File: src/rtl/seq_detect_ctrl_if.sv
// Handshake/data bundle between a frame controller and the serial pattern detector.
// The master drives the frame request and serial data; the slave is the detector.
interface seq_detect_ctrl_if #(
    parameter int CNT_W = 4,
    parameter int LEN_W = 8
);
    logic             start;
    logic [3:0]       pattern;
    logic [LEN_W-1:0] len;
    logic             x;
    logic             busy;
    logic             z;
    logic [CNT_W-1:0] match_cnt;
    logic             done;

    modport master (
        output start, pattern, len, x,
        input  busy, z, match_cnt, done
    );

    modport slave (
        input  start, pattern, len, x,
        output busy, z, match_cnt, done
    );
endinterface

File: src/rtl/seq_detect_ctrl.sv
// Framed serial 4-bit pattern detector with overlapping matches, a Mealy match
// flag and a saturating per-frame match counter.
module seq_detect_ctrl #(
    parameter int CNT_W = 4,
    parameter int LEN_W = 8
) (
    input  logic             clk,
    input  logic             reset,
    seq_detect_ctrl_if.slave bus
);

    typedef enum logic [1:0] {
        IDLE = 2'd0,
        RUN  = 2'd1,
        DONE = 2'd2
    } state_t;

    state_t           r_state;
    state_t           w_next;
    logic [3:0]       r_pat;
    logic [LEN_W-1:0] r_len;
    logic [LEN_W-1:0] r_bitcnt;
    logic [2:0]       r_hist;
    logic [1:0]       r_vcnt;
    logic [CNT_W-1:0] r_match_cnt;

    logic             w_accept;
    logic             w_last;
    logic             w_busy;
    logic             w_done;
    logic             w_z;

    function automatic logic [CNT_W-1:0] sat_inc_cnt(input logic [CNT_W-1:0] v);
        return (&v) ? v : v + CNT_W'(1);
    endfunction

    function automatic logic [1:0] sat_inc_vcnt(input logic [1:0] v);
        return (v == 2'd3) ? v : v + 2'd1;
    endfunction

    assign w_accept = (r_state == IDLE) && bus.start;
    // r_bitcnt counts bits already sampled, so this edge samples bit r_bitcnt+1
    assign w_last   = (r_bitcnt == r_len - LEN_W'(1));

    always_comb begin
        w_next = r_state;
        w_busy = 1'b0;
        w_done = 1'b0;
        w_z    = 1'b0;
        case (r_state)
            IDLE: begin
                if (bus.start) begin
                    w_next = (bus.len == '0) ? DONE : RUN;
                end
            end
            RUN: begin
                w_busy = 1'b1;
                w_z    = (r_vcnt == 2'd3) && ({r_hist, bus.x} == r_pat);
                if (w_last) begin
                    w_next = DONE;
                end
            end
            DONE: begin
                w_done = 1'b1;
                w_next = IDLE;
            end
            default: w_next = IDLE;
        endcase
    end

    always_ff @(posedge clk or negedge reset) begin
        if (!reset) begin
            r_state <= IDLE;
        end else begin
            r_state <= w_next;
        end
    end

    always_ff @(posedge clk or negedge reset) begin
        if (!reset) begin
            r_pat       <= '0;
            r_len       <= '0;
            r_bitcnt    <= '0;
            r_hist      <= '0;
            r_vcnt      <= '0;
            r_match_cnt <= '0;
        end else if (w_accept) begin
            r_pat       <= bus.pattern;
            r_len       <= bus.len;
            r_bitcnt    <= '0;
            r_hist      <= '0;
            r_vcnt      <= '0;
            r_match_cnt <= '0;
        end else if (r_state == RUN) begin
            // History is never cleared on a match, so overlapping matches are found
            r_hist   <= {r_hist[1:0], bus.x};
            r_bitcnt <= r_bitcnt + LEN_W'(1);
            r_vcnt   <= sat_inc_vcnt(r_vcnt);
            if (w_z) begin
                r_match_cnt <= sat_inc_cnt(r_match_cnt);
            end
        end
    end

    assign bus.busy      = w_busy;
    assign bus.done      = w_done;
    assign bus.z         = w_z;
    assign bus.match_cnt = r_match_cnt;

endmodule

File: src/flat_wrapper.sv
// flat-port wrapper written by rule: the top's interface ports become plain ports
module seq_detect_ctrl_flat 
#(
    parameter int CNT_W = 4,
    parameter int LEN_W = 8
)
  (clk, reset, bus_start, bus_pattern, bus_len, bus_x, bus_busy, bus_z, bus_match_cnt, bus_done);
  seq_detect_ctrl_if #(.CNT_W(CNT_W), .LEN_W(LEN_W)) bus_i ();
  input  logic clk;
  input  logic reset;
  input wire logic [$bits(bus_i.start)-1:0] bus_start;
  input wire logic [$bits(bus_i.pattern)-1:0] bus_pattern;
  input wire logic [$bits(bus_i.len)-1:0] bus_len;
  input wire logic [$bits(bus_i.x)-1:0] bus_x;
  output wire logic [$bits(bus_i.busy)-1:0] bus_busy;
  output wire logic [$bits(bus_i.z)-1:0] bus_z;
  output wire logic [$bits(bus_i.match_cnt)-1:0] bus_match_cnt;
  output wire logic [$bits(bus_i.done)-1:0] bus_done;
  assign bus_i.start = bus_start;
  assign bus_i.pattern = bus_pattern;
  assign bus_i.len = bus_len;
  assign bus_i.x = bus_x;
  assign bus_busy = bus_i.busy;
  assign bus_z = bus_i.z;
  assign bus_match_cnt = bus_i.match_cnt;
  assign bus_done = bus_i.done;
  seq_detect_ctrl #(.CNT_W(CNT_W), .LEN_W(LEN_W)) u_core (.clk(clk), .reset(reset), .bus(bus_i));
endmodule
File: config.mk
export PLATFORM = sky130hd
export DESIGN_NAME = seq_detect_ctrl_flat
export DESIGN_NICKNAME = d
export VERILOG_FILES = /design/src/rtl/seq_detect_ctrl_if.sv /design/src/rtl/seq_detect_ctrl.sv /design/src/flat_wrapper.sv
export SDC_FILE = /design/constraint.sdc
export NUM_CORES = 1
export LEC_CHECK = 0
export CAP_MARGIN = 20
export CORE_ASPECT_RATIO = 1.25
export CORE_MARGIN = 2
export CORE_UTILIZATION = 41
export DETAILED_ROUTE_END_ITERATION = 16
export PLACE_DENSITY = 0.72
export SKIP_LAST_GASP = 1
export SLEW_MARGIN = 20
export SYNTH_ARGS = -nofsm -noshare
export SYNTH_HDL_FRONTEND = slang
export SYNTH_SLANG_ARGS = --single-unit
File: constraint.sdc
create_clock -name clk -period 1.97 [get_ports clk]
set_clock_uncertainty 0.1 [all_clocks]
set_input_delay 0.2955 -clock clk [delete_from_list [all_inputs] [get_ports clk]]
set_output_delay 0.2955 -clock clk [all_outputs]
set_load 0.02 [all_outputs]
==> results of run 1 <==
-- repair_timing --
item | CTS | global route
pin swaps | 0 | 6
endpoints found under the setup margin | 3 | 4
resized for setup | 6 | 12
-- metal layers --
layer | GRT usage | wire (µm)
met1 | 0.2299 | 1652
met2 | 0.3063 | 1993
met3 | 0.04075 | 87
met4 | 0.09362 | 86
met5 | 0 | 0
-- metrics by stage --
step	TNS [ns]	worst slack, ns	cells
after floorplan	0	0.01074	181
after global routing	-0.1015	-0.07065	284
after detailed placement	-0.4604	-0.3829	276
final	0	0.03788	284
after CTS	-0.02464	-0.02464	284
after global placement	-0.4066	-0.3767	276
-- state kept, by name, summed over array words and instances, names as in the netlist --
signal	cells
u_core.bus.match_cnt	4
u_core.r_len	8
u_core.r_state	2
u_core.r_vcnt	2
u_core.r_pat	4
u_core.r_hist	3
u_core.r_bitcnt	8
-- cells by family after synthesis --
kind of cell    count (synthesis)  share of synthesized area
xor+xnor                       15                    0.07721
simple gates                   82                     0.2346
fa+ha+maj                       4                    0.02941
compound gates                 33                     0.1463
flops                          31                     0.4559
buf+inv                        12                    0.03235
mux                             4                    0.02426
-- critical path, delay by kind of cell, from the launching register on --
family                     cells  cell delay (ns)
AOI/OAI and AO/OA              2             0.42
DFF                            1             0.44
xor gates and xnor gates       1             0.12
buffers and inverters          1             0.07
adders and majority gates      1             0.27
and+or+nand+nor                1             0.39
-- layout make-up --
type                    count  share of cell area
multi-input cells         138              0.4027
clock buffers               6             0.03568
well taps                  56             0.03027
flip-flops and latches     31              0.3357
clock inverters             2             0.01514
inverters                   6             0.01081
repair buffers             45              0.1697
-- final timing paths --
kind                                endpoint  depth (start not counted)
setup / recovery           u_core.r_state[0]                          6
hold / removal              u_core.r_vcnt[1]                          2
setup reg to reg           u_core.r_state[0]                          6
hold reg to reg              u_core.r_pat[3]                          2
max in group asynchronous    u_core.r_len[1]                          2
min in group clk             u_core.r_pat[3]                          2
-- cell usage in the layout (no fill, tap or decap), types with 3 or more instances in the layout --
cell type        Yosys  routed
o21ai_0              8       8
buf_4                0      22
a22o_1               7       7
ha_1                 4       3
nor3_1               5       4
nand2_1             37      37
mux2i_1              3       3
nor2_1              10      10
nand3_1             10      10
and3_1               3       3
xor2_1               7       7
clkbuf_8             0       6
nor4_1               3       3
inv_1                5       4
dfrtp_1             31      30
clkdlybuf4s50_1      0      19
xnor2_1              8       7
-- power by group through the flow --
| stage | sequential, mW | clock, mW | combinational, mW |
|---|---|---|---|
| floorplan | 1.08 | 0 | 0.986 |
| global placement | 1.12 | 0 | 1.43 |
| detailed placement | 1.13 | 0 | 1.46 |
| CTS | 1.12 | 0.668 | 1.49 |
| global route | 1.18 | 0.690 | 1.82 |
| finish | 1.15 | 0.657 | 1.61 |
==> key figures, run 1 <==
CTS
  – Hold Buf Count CTS: 0
  – H-tree level count: 2
  – Root Buffer: clkbuf_8
  – CTS Buf Count: 5
  – Later-pin clock latency in the skew report: 0.28 ns
  – CTS tree: built
  – Total clock sinks: 31
  – Total setup buffers inserted after CTS: 0
  – CTS clk-pin slew, worst paths: 0.07 ns
  – Clock buffer depth: 2

Floorplan
  – Die width: roughly 62 µm
  – Initial core utilization: 0.4218
  – Number of core rows: 26
  – I/O pins: 23
  – Die H: 76.03 µm
  – Die area: 4685 µm²
  – CORE AREA: 4034 µm²

Drt
  – Vias: 1444
  – Drt wl/cell: between 10 and 15 µm
  – Routed WL: between 3000 and 4000 µm
  – Post-route ant nets: 0
  – Router iterations before antenna repair: 4
  – Vias/cell: 5.085
  – Initial DRC Count: 35
  – Detailed-route DRC error count: 0

STA
  – Worst slew margin: 0.6769
  – Worst hold slack: 0.3014 ns
  – FMAX: roughly 520 MHz
  – Worst-margin pin slew: 0.4796 ns
  – RSZ-0062 raised after global routing: true
  – Final Hold Vio Count: 0
  – Final setup viols: 0
  – Fin. max-slew vios: 0
  – Final min period: 1.932 ns
  – Fin crit share: 0.9808

Synthesis
  – Count leader, synth: nand2_1
  – Seq/Total Area, Yosys: 0.4559
  – Warnings, synthesis: 0
  – Cell count after synthesis: 181
  – Synth area leaders: dfrtp_1 (46%), nand2_1 (8.2%), xnor2_1 (4.1%)
  – Synthesized cell area: 1702 µm²
  – Flops & latches, synth: 31
  – Yosys top cell by area: dfrtp_1
  – Number of enable flip-flop cells after synthesis: 0
  – Ys flop type: dfrtp_1
  – Syn_nets: roughly 200
  – Synth top area share: 0.4559
  – Async SR Flop Fraction: 1.000
  – Mapped Avg Cell Area: 9.401 µm²
  – Unique masters post-synth: 44
  – Synth top cells by count: nand2_1 (37), dfrtp_1 (31), nand3_1 (10), nor2_1 (10)

Power
  – Combinational share of power: 0.473
  – Leakage: 1.085 nW
  – Seq pwr share: 0.335
  – Clock share of power: 0.192
  – Total chip power: about 3.4 mW
  – Sw frac: 0.3790
  – Power per Cell Area: between 1000 and 1500 nW/µm²
  – Int Power: 2.122 mW
  – VDD IR max: 0.8349 mV
  – Switching power: 1.295 mW

Setup path
  – Worst r2r src: u_core.r_len[1]
  – CP Data Arrival Time: 1.99 ns
  – Worst setup startpoint: u_core.r_len[1]
  – Slowest cell on crit path: dfrtp_2
  – Worst Setup Start Kind: register
  – Critical path's largest stage delay: 0.44 ns
  – R2r setup slk: 0.04 ns
  – CP Max Fanout: 5
  – Critical path class: reg -> reg
  – Crit path capture type: register
  – Critical Path RT: 2.03 ns
  – Crit-path cells: inv_2, ha_2, xnor2_1, or3_4, a2111oi_4, a2bb2oi_2

GRT
  – Initial antenna violation count: 0
  – Total gr overflow: 0
  – First-pass GRT wire length: 6596 µm
  – Aggregate global-route resource usage: 0.1895
  – Vias in the first global route: approximately 1.5k
  – Largest net degree at the start of global routing: 32

Placed design
  – Port Buffers: 22
  – Post-DP HPWL: between 2000 and 3000 µm
  – Post-DP Area: approximately 2100 µm²
  – Gpl congestion: 0.7901

Layout
  – Sequential cell area: between 700 and 800 µm²
  – Final Instance Area: between 2000 and 2500 µm²
  – ANT cells: 0
  – Final net count: 247
  – Final design utilization: 0.5738
  – Synth-to-layout area growth: 36.03%
  – Fillers: 396
  – Area of the multi-input gates: 932.1 µm²
  – Share of cells above drive strength 1: 0.2105

Job
  – Total of max-cap violations: 0

Status
  – Outcome: finished clean

Min path
  – HP Class: in -> async
(Power assumes the default switching activity.)
==> inputs of run 2 (changes only) <==
--- a/config.mk
+++ b/config.mk
@@ -5,7 +5,6 @@
 export SDC_FILE = /design/constraint.sdc
 export NUM_CORES = 1
 export LEC_CHECK = 0
-export CAP_MARGIN = 20
 export CORE_ASPECT_RATIO = 1.25
 export CORE_MARGIN = 2
 export CORE_UTILIZATION = 41
==> results of run 2 <==
The final DEF is identical to that of run 1; final timing and power are the same.
==> inputs of run 3 (changes only) <==
--- a/config.mk
+++ b/config.mk
@@ -9,6 +9,7 @@
 export CORE_MARGIN = 2
 export CORE_UTILIZATION = 41
 export DETAILED_ROUTE_END_ITERATION = 16
+export HOLD_SLACK_MARGIN = 0.12
 export PLACE_DENSITY = 0.72
 export SKIP_LAST_GASP = 1
 export SLEW_MARGIN = 20
==> results of run 3 <==
The final DEF is identical to that of run 1; final timing and power are the same.
